===== config.mk =====
export PLATFORM = sky130hd
export DESIGN_NAME = id_ex_stage_flat
export DESIGN_NICKNAME = d
export VERILOG_FILES = /design/src/rtl/id_ex_stage_if.sv /design/src/rtl/id_ex_stage.sv /design/src/flat_wrapper.sv
export SDC_FILE = /design/constraint.sdc
export NUM_CORES = 1
export LEC_CHECK = 0
export ABC_CLOCK_PERIOD_IN_PS = 3700
export BUFFER_PORTS_ARGS = -buffer_cell sky130_fd_sc_hd__buf_2
export CAP_MARGIN = 10
export CORE_ASPECT_RATIO = 0.8
export CORE_MARGIN = 8
export CORE_UTILIZATION = 40
export CTS_CLUSTER_DIAMETER = 120
export DETAILED_ROUTE_END_ITERATION = 8
export PLACE_DENSITY = 0.68
export SKIP_CTS_REPAIR_TIMING = 1
export SYNTH_ARGS = -nofsm -noshare
export SYNTH_HDL_FRONTEND = slang
export SYNTH_SLANG_ARGS = --single-unit

===== constraint.sdc =====
create_clock -name clk_i -period 3.7 [get_ports clk_i]
set_clock_uncertainty 0.05 [all_clocks]
set_input_delay 0.37 -clock clk_i [delete_from_list [all_inputs] [get_ports clk_i]]
set_output_delay 0.37 -clock clk_i [all_outputs]
set_load 0.01 [all_outputs]

===== src/rtl/id_ex_stage_if.sv =====
// rtl/id_ex_stage_if.sv - ID/EX stage bus: ID fields, forwarding sources and EX-side outputs
interface id_ex_stage_if #(
  parameter int DW = 32,
  parameter int AW = 5
);
  logic          valid_i;
  logic [DW-1:0] RSdata_i;
  logic [DW-1:0] RTdata_i;
  logic [DW-1:0] imm_i;
  logic [AW-1:0] RSaddr_i;
  logic [AW-1:0] RTaddr_i;
  logic [AW-1:0] RDaddr_i;
  logic          uses_rt_i;
  logic          ALUSrc_i;
  logic [2:0]    ALUCtrl_i;
  logic          RegWrite_i;
  logic          MemRead_i;
  logic          MemWrite_i;
  logic          MemtoReg_i;
  logic          stall_i;
  logic          flush_i;
  logic          EXMEM_RegWrite_i;
  logic [AW-1:0] EXMEM_RDaddr_i;
  logic [DW-1:0] EXMEM_data_i;
  logic          MEMWB_RegWrite_i;
  logic [AW-1:0] MEMWB_RDaddr_i;
  logic [DW-1:0] MEMWB_data_i;

  logic [DW-1:0] data1_o;
  logic [DW-1:0] data2_o;
  logic [2:0]    ALUCtrl_o;
  logic [DW-1:0] store_data_o;
  logic [AW-1:0] RDaddr_o;
  logic          RegWrite_o;
  logic          MemRead_o;
  logic          MemWrite_o;
  logic          MemtoReg_o;
  logic          valid_o;
  logic          load_use_o;
  logic [15:0]   bubble_cnt_o;

  modport master (
    output valid_i, RSdata_i, RTdata_i, imm_i, RSaddr_i, RTaddr_i, RDaddr_i,
           uses_rt_i, ALUSrc_i, ALUCtrl_i, RegWrite_i, MemRead_i, MemWrite_i,
           MemtoReg_i, stall_i, flush_i, EXMEM_RegWrite_i, EXMEM_RDaddr_i,
           EXMEM_data_i, MEMWB_RegWrite_i, MEMWB_RDaddr_i, MEMWB_data_i,
    input  data1_o, data2_o, ALUCtrl_o, store_data_o, RDaddr_o, RegWrite_o,
           MemRead_o, MemWrite_o, MemtoReg_o, valid_o, load_use_o, bubble_cnt_o
  );

  modport slave (
    input  valid_i, RSdata_i, RTdata_i, imm_i, RSaddr_i, RTaddr_i, RDaddr_i,
           uses_rt_i, ALUSrc_i, ALUCtrl_i, RegWrite_i, MemRead_i, MemWrite_i,
           MemtoReg_i, stall_i, flush_i, EXMEM_RegWrite_i, EXMEM_RDaddr_i,
           EXMEM_data_i, MEMWB_RegWrite_i, MEMWB_RDaddr_i, MEMWB_data_i,
    output data1_o, data2_o, ALUCtrl_o, store_data_o, RDaddr_o, RegWrite_o,
           MemRead_o, MemWrite_o, MemtoReg_o, valid_o, load_use_o, bubble_cnt_o
  );
endinterface


===== src/rtl/id_ex_stage.sv =====
// rtl/id_ex_stage.sv - ID/EX pipeline register with forwarding and load-use bubbles
// Optional bubble counter enabled by defining ID_EX_PERF_CNT_EN.
module id_ex_stage #(
  parameter int DW = 32,
  parameter int AW = 5
) (
  input logic          clk_i,
  input logic          rst_n_i,
  id_ex_stage_if.slave bus
);

  logic          valid_q,      valid_d;
  logic [DW-1:0] rs_data_q,    rs_data_d;
  logic [DW-1:0] rt_data_q,    rt_data_d;
  logic [DW-1:0] imm_q,        imm_d;
  logic [AW-1:0] rs_addr_q,    rs_addr_d;
  logic [AW-1:0] rt_addr_q,    rt_addr_d;
  logic [AW-1:0] rd_addr_q,    rd_addr_d;
  logic          alu_src_q,    alu_src_d;
  logic [2:0]    alu_ctrl_q,   alu_ctrl_d;
  logic          reg_write_q,  reg_write_d;
  logic          mem_read_q,   mem_read_d;
  logic          mem_write_q,  mem_write_d;
  logic          mem_to_reg_q, mem_to_reg_d;

  logic          ex_hit_a, wb_hit_a, ex_hit_b, wb_hit_b;
  logic [DW-1:0] fwd_a, fwd_b;
  logic          load_use;
  logic          load_bubble;

  always_comb begin
    ex_hit_a = bus.EXMEM_RegWrite_i && (bus.EXMEM_RDaddr_i != '0) && (bus.EXMEM_RDaddr_i == rs_addr_q);
    wb_hit_a = bus.MEMWB_RegWrite_i && (bus.MEMWB_RDaddr_i != '0) && (bus.MEMWB_RDaddr_i == rs_addr_q);
    ex_hit_b = bus.EXMEM_RegWrite_i && (bus.EXMEM_RDaddr_i != '0) && (bus.EXMEM_RDaddr_i == rt_addr_q);
    wb_hit_b = bus.MEMWB_RegWrite_i && (bus.MEMWB_RDaddr_i != '0) && (bus.MEMWB_RDaddr_i == rt_addr_q);
    // The younger producer (EX/MEM) holds the newest value, so it wins over MEM/WB.
    fwd_a = ex_hit_a ? bus.EXMEM_data_i : (wb_hit_a ? bus.MEMWB_data_i : rs_data_q);
    fwd_b = ex_hit_b ? bus.EXMEM_data_i : (wb_hit_b ? bus.MEMWB_data_i : rt_data_q);
  end

  assign load_use = valid_q && mem_read_q && (rd_addr_q != '0) && bus.valid_i &&
                    ((rd_addr_q == bus.RSaddr_i) ||
                     (bus.uses_rt_i && (rd_addr_q == bus.RTaddr_i)));

  assign load_bubble = bus.flush_i || (!bus.stall_i && load_use);

  always_comb begin
    valid_d      = valid_q;
    rs_data_d    = rs_data_q;
    rt_data_d    = rt_data_q;
    imm_d        = imm_q;
    rs_addr_d    = rs_addr_q;
    rt_addr_d    = rt_addr_q;
    rd_addr_d    = rd_addr_q;
    alu_src_d    = alu_src_q;
    alu_ctrl_d   = alu_ctrl_q;
    reg_write_d  = reg_write_q;
    mem_read_d   = mem_read_q;
    mem_write_d  = mem_write_q;
    mem_to_reg_d = mem_to_reg_q;
    if (load_bubble) begin
      valid_d      = 1'b0;
      rs_data_d    = '0;
      rt_data_d    = '0;
      imm_d        = '0;
      rs_addr_d    = '0;
      rt_addr_d    = '0;
      rd_addr_d    = '0;
      alu_src_d    = 1'b0;
      alu_ctrl_d   = 3'b000;
      reg_write_d  = 1'b0;
      mem_read_d   = 1'b0;
      mem_write_d  = 1'b0;
      mem_to_reg_d = 1'b0;
    end else if (bus.stall_i) begin
      // Capture forwarded operands so they survive the producer retiring mid-stall.
      rs_data_d = fwd_a;
      rt_data_d = fwd_b;
    end else begin
      valid_d      = bus.valid_i;
      rs_data_d    = bus.RSdata_i;
      rt_data_d    = bus.RTdata_i;
      imm_d        = bus.imm_i;
      rs_addr_d    = bus.RSaddr_i;
      rt_addr_d    = bus.RTaddr_i;
      rd_addr_d    = bus.RDaddr_i;
      alu_src_d    = bus.ALUSrc_i;
      alu_ctrl_d   = bus.ALUCtrl_i;
      reg_write_d  = bus.RegWrite_i;
      mem_read_d   = bus.MemRead_i;
      mem_write_d  = bus.MemWrite_i;
      mem_to_reg_d = bus.MemtoReg_i;
    end
  end

  always_ff @(posedge clk_i or negedge rst_n_i) begin
    if (!rst_n_i) begin
      valid_q      <= 1'b0;
      rs_data_q    <= '0;
      rt_data_q    <= '0;
      imm_q        <= '0;
      rs_addr_q    <= '0;
      rt_addr_q    <= '0;
      rd_addr_q    <= '0;
      alu_src_q    <= 1'b0;
      alu_ctrl_q   <= 3'b000;
      reg_write_q  <= 1'b0;
      mem_read_q   <= 1'b0;
      mem_write_q  <= 1'b0;
      mem_to_reg_q <= 1'b0;
    end else begin
      valid_q      <= valid_d;
      rs_data_q    <= rs_data_d;
      rt_data_q    <= rt_data_d;
      imm_q        <= imm_d;
      rs_addr_q    <= rs_addr_d;
      rt_addr_q    <= rt_addr_d;
      rd_addr_q    <= rd_addr_d;
      alu_src_q    <= alu_src_d;
      alu_ctrl_q   <= alu_ctrl_d;
      reg_write_q  <= reg_write_d;
      mem_read_q   <= mem_read_d;
      mem_write_q  <= mem_write_d;
      mem_to_reg_q <= mem_to_reg_d;
    end
  end

`ifdef ID_EX_PERF_CNT_EN
  logic [15:0] bubble_cnt_q, bubble_cnt_d;

  always_comb begin
    bubble_cnt_d = bubble_cnt_q;
    if (load_bubble && (bubble_cnt_q != 16'hFFFF)) begin
      bubble_cnt_d = bubble_cnt_q + 16'd1;
    end
  end

  always_ff @(posedge clk_i or negedge rst_n_i) begin
    if (!rst_n_i) begin
      bubble_cnt_q <= 16'h0000;
    end else begin
      bubble_cnt_q <= bubble_cnt_d;
    end
  end

  assign bus.bubble_cnt_o = bubble_cnt_q;
`else
  assign bus.bubble_cnt_o = 16'h0000;
`endif

  assign bus.data1_o      = fwd_a;
  assign bus.store_data_o = fwd_b;
  assign bus.data2_o      = alu_src_q ? imm_q : fwd_b;
  assign bus.ALUCtrl_o    = alu_ctrl_q;
  assign bus.RDaddr_o     = rd_addr_q;
  assign bus.RegWrite_o   = reg_write_q;
  assign bus.MemRead_o    = mem_read_q;
  assign bus.MemWrite_o   = mem_write_q;
  assign bus.MemtoReg_o   = mem_to_reg_q;
  assign bus.valid_o      = valid_q;
  assign bus.load_use_o   = load_use;

endmodule


===== src/flat_wrapper.sv =====
// flat-port wrapper written by rule: the top's interface ports become plain ports
module id_ex_stage_flat 
#(
  parameter int DW = 32,
  parameter int AW = 5
)
  (clk_i, rst_n_i, bus_valid_i, bus_RSdata_i, bus_RTdata_i, bus_imm_i, bus_RSaddr_i, bus_RTaddr_i, bus_RDaddr_i, bus_uses_rt_i, bus_ALUSrc_i, bus_ALUCtrl_i, bus_RegWrite_i, bus_MemRead_i, bus_MemWrite_i, bus_MemtoReg_i, bus_stall_i, bus_flush_i, bus_EXMEM_RegWrite_i, bus_EXMEM_RDaddr_i, bus_EXMEM_data_i, bus_MEMWB_RegWrite_i, bus_MEMWB_RDaddr_i, bus_MEMWB_data_i, bus_data1_o, bus_data2_o, bus_ALUCtrl_o, bus_store_data_o, bus_RDaddr_o, bus_RegWrite_o, bus_MemRead_o, bus_MemWrite_o, bus_MemtoReg_o, bus_valid_o, bus_load_use_o, bus_bubble_cnt_o);
  id_ex_stage_if #(.DW(DW), .AW(AW)) bus_i ();
  input logic clk_i;
  input logic rst_n_i;
  input wire logic [$bits(bus_i.valid_i)-1:0] bus_valid_i;
  input wire logic [$bits(bus_i.RSdata_i)-1:0] bus_RSdata_i;
  input wire logic [$bits(bus_i.RTdata_i)-1:0] bus_RTdata_i;
  input wire logic [$bits(bus_i.imm_i)-1:0] bus_imm_i;
  input wire logic [$bits(bus_i.RSaddr_i)-1:0] bus_RSaddr_i;
  input wire logic [$bits(bus_i.RTaddr_i)-1:0] bus_RTaddr_i;
  input wire logic [$bits(bus_i.RDaddr_i)-1:0] bus_RDaddr_i;
  input wire logic [$bits(bus_i.uses_rt_i)-1:0] bus_uses_rt_i;
  input wire logic [$bits(bus_i.ALUSrc_i)-1:0] bus_ALUSrc_i;
  input wire logic [$bits(bus_i.ALUCtrl_i)-1:0] bus_ALUCtrl_i;
  input wire logic [$bits(bus_i.RegWrite_i)-1:0] bus_RegWrite_i;
  input wire logic [$bits(bus_i.MemRead_i)-1:0] bus_MemRead_i;
  input wire logic [$bits(bus_i.MemWrite_i)-1:0] bus_MemWrite_i;
  input wire logic [$bits(bus_i.MemtoReg_i)-1:0] bus_MemtoReg_i;
  input wire logic [$bits(bus_i.stall_i)-1:0] bus_stall_i;
  input wire logic [$bits(bus_i.flush_i)-1:0] bus_flush_i;
  input wire logic [$bits(bus_i.EXMEM_RegWrite_i)-1:0] bus_EXMEM_RegWrite_i;
  input wire logic [$bits(bus_i.EXMEM_RDaddr_i)-1:0] bus_EXMEM_RDaddr_i;
  input wire logic [$bits(bus_i.EXMEM_data_i)-1:0] bus_EXMEM_data_i;
  input wire logic [$bits(bus_i.MEMWB_RegWrite_i)-1:0] bus_MEMWB_RegWrite_i;
  input wire logic [$bits(bus_i.MEMWB_RDaddr_i)-1:0] bus_MEMWB_RDaddr_i;
  input wire logic [$bits(bus_i.MEMWB_data_i)-1:0] bus_MEMWB_data_i;
  output wire logic [$bits(bus_i.data1_o)-1:0] bus_data1_o;
  output wire logic [$bits(bus_i.data2_o)-1:0] bus_data2_o;
  output wire logic [$bits(bus_i.ALUCtrl_o)-1:0] bus_ALUCtrl_o;
  output wire logic [$bits(bus_i.store_data_o)-1:0] bus_store_data_o;
  output wire logic [$bits(bus_i.RDaddr_o)-1:0] bus_RDaddr_o;
  output wire logic [$bits(bus_i.RegWrite_o)-1:0] bus_RegWrite_o;
  output wire logic [$bits(bus_i.MemRead_o)-1:0] bus_MemRead_o;
  output wire logic [$bits(bus_i.MemWrite_o)-1:0] bus_MemWrite_o;
  output wire logic [$bits(bus_i.MemtoReg_o)-1:0] bus_MemtoReg_o;
  output wire logic [$bits(bus_i.valid_o)-1:0] bus_valid_o;
  output wire logic [$bits(bus_i.load_use_o)-1:0] bus_load_use_o;
  output wire logic [$bits(bus_i.bubble_cnt_o)-1:0] bus_bubble_cnt_o;
  assign bus_i.valid_i = bus_valid_i;
  assign bus_i.RSdata_i = bus_RSdata_i;
  assign bus_i.RTdata_i = bus_RTdata_i;
  assign bus_i.imm_i = bus_imm_i;
  assign bus_i.RSaddr_i = bus_RSaddr_i;
  assign bus_i.RTaddr_i = bus_RTaddr_i;
  assign bus_i.RDaddr_i = bus_RDaddr_i;
  assign bus_i.uses_rt_i = bus_uses_rt_i;
  assign bus_i.ALUSrc_i = bus_ALUSrc_i;
  assign bus_i.ALUCtrl_i = bus_ALUCtrl_i;
  assign bus_i.RegWrite_i = bus_RegWrite_i;
  assign bus_i.MemRead_i = bus_MemRead_i;
  assign bus_i.MemWrite_i = bus_MemWrite_i;
  assign bus_i.MemtoReg_i = bus_MemtoReg_i;
  assign bus_i.stall_i = bus_stall_i;
  assign bus_i.flush_i = bus_flush_i;
  assign bus_i.EXMEM_RegWrite_i = bus_EXMEM_RegWrite_i;
  assign bus_i.EXMEM_RDaddr_i = bus_EXMEM_RDaddr_i;
  assign bus_i.EXMEM_data_i = bus_EXMEM_data_i;
  assign bus_i.MEMWB_RegWrite_i = bus_MEMWB_RegWrite_i;
  assign bus_i.MEMWB_RDaddr_i = bus_MEMWB_RDaddr_i;
  assign bus_i.MEMWB_data_i = bus_MEMWB_data_i;
  assign bus_data1_o = bus_i.data1_o;
  assign bus_data2_o = bus_i.data2_o;
  assign bus_ALUCtrl_o = bus_i.ALUCtrl_o;
  assign bus_store_data_o = bus_i.store_data_o;
  assign bus_RDaddr_o = bus_i.RDaddr_o;
  assign bus_RegWrite_o = bus_i.RegWrite_o;
  assign bus_MemRead_o = bus_i.MemRead_o;
  assign bus_MemWrite_o = bus_i.MemWrite_o;
  assign bus_MemtoReg_o = bus_i.MemtoReg_o;
  assign bus_valid_o = bus_i.valid_o;
  assign bus_load_use_o = bus_i.load_use_o;
  assign bus_bubble_cnt_o = bus_i.bubble_cnt_o;
  id_ex_stage #(.DW(DW), .AW(AW)) u_core (.clk_i(clk_i), .rst_n_i(rst_n_i), .bus(bus_i));
endmodule

* After elaboration in Yosys (flattened, before gate mapping) *
Cells that the tools add are included.

storage, ports and cells
  bits in read-only memories = 0
  word-level logic and storage cells = 69
  bits in registers = 120
  output and inout bits = 126
  bits in writable memories = 0
  memories = 0
  latch bits = 0
  bits of input ports = 201

cells by class
  add/subtract/negate cells = 0
  reductions and logical operators = 18
  bitwise logic cells = 0
  mux-type cells = 31
  divide/modulo/power cells = 0
  $mul = 0
  magnitude comparators = 0
  equal/unequal tests = 7
  shift operators = 0

operators with widths
  kind                                                                      count
  32-bit 2-to-1 mux                                                         11
  5-bit == test                                                             6
  5-bit 2-to-1 mux                                                          6
  5-bit nonzero test                                                        3
  1-bit logical AND                                                         12
  1-bit 2-to-1 mux                                                          12
  3-bit 2-to-1 mux                                                          2
  1-bit logical OR                                                          2
  2-bit by 1-bit inequality test with 1-bit output (second input constant)  1
  1-bit logical NOT                                                         1

* Longest topological paths before layout *
  depth in word-level cells = 7
  depth in mapped cells = 7
  depth with buffers taken out = 5

* Worst setup path after synthesis *
Ideal clock, no wire load.

  path type = input to output
  start = in bus_MEMWB_RDaddr_i[0]
  end = out bus_data2_o[13]
  cell stages on the path = 7
  buffers on the path = 2
  slack = 1276 ps
  data required time = 3280 ps
  data arrival time = 2004 ps
  cells stage by stage = or4_4 o21a_1 buf_2 buf_1 nand4_1 a31oi_4 mux2_2

on the way
  longest elaborated chain between the ends = 6
  elaborated cells between the ends (all ways) = 7
  those cells by class = 1 x eq/ne; 3 x mux; 3 x reduce/logical

ends and longest elaborated chain
  element                           RTL line            text
  start, declared                   flat_wrapper.sv:31  input wire logic [$bits(bus_i.MEMWB_RDaddr_i)-1:0] bus_MEMWB_RDaddr_i;
  5-bit nonzero test                id_ex_stage.sv:35   wb_hit_b = bus.MEMWB_RegWrite_i && (bus.MEMWB_RDaddr_i != '0) && (bus.MEMWB_RDaddr_i == rt_addr_q);
  1-bit logical AND                 id_ex_stage.sv:35
  1-bit logical AND *               id_ex_stage.sv:35
  32-bit 2-to-1 mux * (2 in a row)  id_ex_stage.sv:38   fwd_b = ex_hit_b ? bus.EXMEM_data_i : (wb_hit_b ? bus.MEMWB_data_i : rt_data_q);
  named net bus_store_data_o[13]    flat_wrapper.sv:36  output wire logic [$bits(bus_i.store_data_o)-1:0] bus_store_data_o;
  32-bit 2-to-1 mux *               id_ex_stage.sv:153  assign bus.data2_o = alu_src_q ? imm_q : fwd_b;
  end, declared                     flat_wrapper.sv:34  output wire logic [$bits(bus_i.data2_o)-1:0] bus_data2_o;

The timed path passes the listed nets; every way through them passes the cells marked *.

* Worst setup path in the final report *
  start = reg u_core.rt_addr_q[1]
  end = out bus_data2_o[21]

on the way
  longest elaborated chain between the ends = 5
  elaborated cells between the ends (all ways) = 7
  those cells by class = 2 x eq/ne; 3 x mux; 2 x reduce/logical

ends and longest elaborated chain
  element                 RTL line            text
  start, declared         id_ex_stage.sv:17   logic [AW-1:0] rt_addr_q, rt_addr_d;
  start signal, assigned  id_ex_stage.sv:117  rt_addr_q <= rt_addr_d;
  5-bit == test           id_ex_stage.sv:35
  1-bit logical AND       id_ex_stage.sv:35
  32-bit 2-to-1 mux       id_ex_stage.sv:38
  32-bit 2-to-1 mux *     id_ex_stage.sv:38
  32-bit 2-to-1 mux *     id_ex_stage.sv:153

Every way passes the cells marked *; elsewhere a longest branch is shown, timed or not.

==> reports/metrics.json <==
{
  "topRoutingLayerUsed": {"value": "met5"},
  "avgSynthCellArea": {"value": 9.89, "unit": "µm²"},
  "crit_type": {"value": "register to primary output"},
  "routed_via_density": {"value": 5.90},
  "max-slew-margin-rel": {"value": 0.186},
  "cts-htree-levels": {"value": 4},
  "cts_buffer_depth": {"value": 2},
  "timing.critical_path.arrival": {"value": 3.13, "unit": "ns"},
  "worst_setup_path_end_kind": {"value": "primary output"},
  "buffer_ports.inserted": {"value": 310},
  "setup-violations-final": {"value": 0},
  "critPathLaunchType": {"value": "register"},
  "finalWirelength": {"value": 32000, "unit": "µm"},
  "first_iter_violations": {"value": 765},
  "ir_drop": {"value": 0.207, "unit": "mV"},
  "number_of_antenna_violations_at_the_first_check_in_global_routing": {"value": 6},
  "fin_cells": {"value": 1336},
  "tritoncts": {"value": "yes"},
  "number_of_maximum_capacitance_constraint_violations": {"value": 0},
  "final.min_clock_period": {"value": 3.55, "unit": "ns"},
  "finalHoldViolations": {"value": 0},
  "totalNegativeSetupSlack": {"value": 0, "unit": "ns"},
  "power.static_leakage": {"value": 4.48, "unit": "nW"},
  "area_growth_syn_to_layout": {"value": 27.2, "unit": "%"},
  "yosysWarningCount": {"value": 0},
  "globalRouteOverflowTotal": {"value": 0},
  "worstPathRequired": {"value": 3.28, "unit": "ns"},
  "die_w": {"value": 173, "unit": "µm"},
  "routed-via-count": {"value": 7876},
  "finalWeightedCongestion": {"value": 0.915},
  "synth_edf_count": {"value": 0},
  "drive_above_1_share": {"value": 0.442},
  "post-route-period-util": {"value": 0.959},
  "total_met3_wirelength_after_detailed_routing": {"value": 2780, "unit": "µm"},
  "synthesis.area": {"value": 0.00792, "unit": "mm²"},
  "r2r_startpoint": {"value": "u_core.rs_addr_q[3]"},
  "die-height": {"value": 142, "unit": "µm"},
  "metal_1_wl": {"value": 13600, "unit": "µm"},
  "ios": {"value": 327},
  "grt_first_pass_wirelength": {"value": 48900, "unit": "µm"},
  "drtAntennaViolNets": {"value": 0},
  "syn_inst": {"value": 800},
  "synth_ff_type": {"value": "sky130_fd_sc_hd__dfrtp_1"},
  "grt_max_degree": {"value": 100},
  "layout.cells.most_common_list": {"value": "sky130_fd_sc_hd__buf_2 (309), sky130_fd_sc_hd__dfrtp_1 (120), sky130_fd_sc_hd__nand2_1 (100), sky130_fd_sc_hd__a22o_1 (71), sky130_fd_sc_hd__nand4_1 (67)"},
  "worstPathCellList": {"value": "xor2_1 -> or3_2 -> buf_4 -> o31ai_2 -> a31oi_4 -> mux2_2 -> buf_2"},
  "final_common_cell": {"value": "sky130_fd_sc_hd__buf_2"},
  "max_stage_delay": {"value": 0.80, "unit": "ns"},
  "register_bit_total_from_synthesis": {"value": 120},
  "unrepaired_setup_endpoints_after_global_routing": {"value": "no"},
  "firstDrtPassIters": {"value": 8},
  "number_of_sinks_driven_by_the_clock_tree": {"value": 120},
  "cts.root.buffer_cell": {"value": "sky130_fd_sc_hd__clkbuf_16"},
  "via_count_of_the_first_global_routing_pass": {"value": 8218},
  "worst_pin_slew": {"value": 1.22, "unit": "ns"},
  "design.final.nets": {"value": 1256},
  "timing.critical_path.max_delay_family": {"value": "simple AND/OR/NAND/NOR gates"},
  "grt_util_all_layers": {"value": 0.253},
  "design.core.area": {"value": 0.0196, "unit": "mm²"},
  "route.met2.wl": {"value": 14700, "unit": "µm"},
  "power_per_cell_area": {"value": 405, "unit": "mW/mm²"},
  "worstPathBufferInverterCount": {"value": 2},
  "synth-async-reset-ratio": {"value": 1.00},
  "finalMaxSlewViolations": {"value": 0},
  "crit_slowest_cell": {"value": "sky130_fd_sc_hd__or3_2"},
  "detail_route.wl_per_cell": {"value": 23.9, "unit": "µm"},
  "max_freq": {"value": 0.282, "unit": "GHz"},
  "clk_transition_reported_paths": {"value": 0.06, "unit": "ns"},
  "portion_of_the_post_synthesis_area_used_by_sequential_elements": {"value": 0.379},
  "rows": {"value": 46},
  "crit_path_start": {"value": "u_core.rt_addr_q[1]"},
  "crit_fanout": {"value": 21},
  "design_power_total": {"value": 4.08, "unit": "mW"},
  "die_area": {"value": 0.0246, "unit": "mm²"},
  "drt_drc_violations_left": {"value": 0},
  "initial_core_util": {"value": 0.403},
  "insertion_delay": {"value": 0.42, "unit": "ns"},
  "status": {"value": "finished, final reports clean"},
  "ys_types": {"value": 38},
  "cts_made_buffers": {"value": 17},
  "dpl.cell_count": {"value": 1300},
  "hold_path_class": {"value": "input pin to async pin"},
  "place.detailed.hpwl": {"value": 22500, "unit": "µm"}
}
-- sequential cells by signal, summed over array words and instances (netlist names) --
register,flops
u_core.imm_q,32
u_core.rs_data_q,32
u_core.rt_data_q,32
u_core.bus.RDaddr_o,5
u_core.rs_addr_q,5
u_core.rt_addr_q,5
u_core.bus.ALUCtrl_o,3
u_core.alu_src_q,1
u_core.bus.MemRead_o,1
u_core.bus.MemWrite_o,1
u_core.bus.MemtoReg_o,1
u_core.bus.RegWrite_o,1
u_core.bus.valid_o,1
-- cells by family after synthesis --
logic type / synth area share
AOI/OAI and AO/OA: 0.309
and+or+nand+nor: 0.154
DFF: 0.379
buffers and inverters: 0.0786
muxes: 0.0455
xor gates and xnor gates: 0.0332
other: 0.000474
-- cells in the mapped netlist, drive strengths merged (3+ instances only) --
cell type | n | area share
a21oi | 49 | 0.031
a22o | 71 | 0.079
a31oi | 64 | 0.11
buf | 52 | 0.050
clkbuf | 59 | 0.028
dfrtp | 120 | 0.38
mux2 | 32 | 0.046
nand2 | 100 | 0.047
nand4 | 67 | 0.053
nor2 | 3 | 0.0014
nor3 | 66 | 0.042
o31ai | 64 | 0.079
or2 | 4 | 0.0032
or4 | 3 | 0.0038
xnor2 | 20 | 0.022
xor2 | 10 | 0.011
-- power breakdown --
| group | total (mW) | internal [mW] | switching (mW) |
|---|---|---|---|
| Combinational | 0.982 | 0.368 | 0.614 |
| Sequential | 1.44 | 1.39 | 0.0479 |
| Clock | 1.66 | 0.998 | 0.662 |
-- area by class of cell --
class                   instances  area [µm²]
flip-flops and latches        120        3000
multi-input cells             582        4400
clock inverters                13         148
diodes                          4        10.0
repair buffers                332        1740
well taps                     264         330
inverters                       2        7.51
fillers                      1894        9560
clock buffers                  19         433
-- path summary, 6_finish.rpt --
| check | slack, ns | cells past startpoint | end |
|---|---|---|---|
| min | 0.03 | 1 | u_core.rs_data_q[23] |
| max in group asynchronous | 2.76 | 2 | u_core.rt_data_q[15] |
| min in group clk_i | 0.12 | 2 | u_core.rs_data_q[23] |
| min reg2reg | 0.44 | 1 | u_core.bus.ALUCtrl_o[2] |
| max reg2reg | 1.04 | 6 | u_core.rs_data_q[12] |
| max | 0.15 | 7 | bus_data2_o[21] |
-- routing by layer --
metal | up-vias | track usage
met5 | - | 0
met3 | 72 | 0.0717
li1 | 3530 | -
met4 | 4 | 0.0938
met1 | 3822 | 0.329
met2 | 448 | 0.395
-- through the flow --
stage	area (µm²)	setup WS (ns)	utilization	hold WS (ns)
after floorplan	7970	1.28	-	0.0244
after global placement	9480	0.463	0.483	0.431
after detailed placement	9480	0.430	0.483	0.434
after CTS	10100	0.147	0.513	0.0696
after global routing	10100	0.0275	0.513	0.0957
final	10100	0.152	0.513	0.0322
Note: power is estimated with default switching activity, not from simulation.
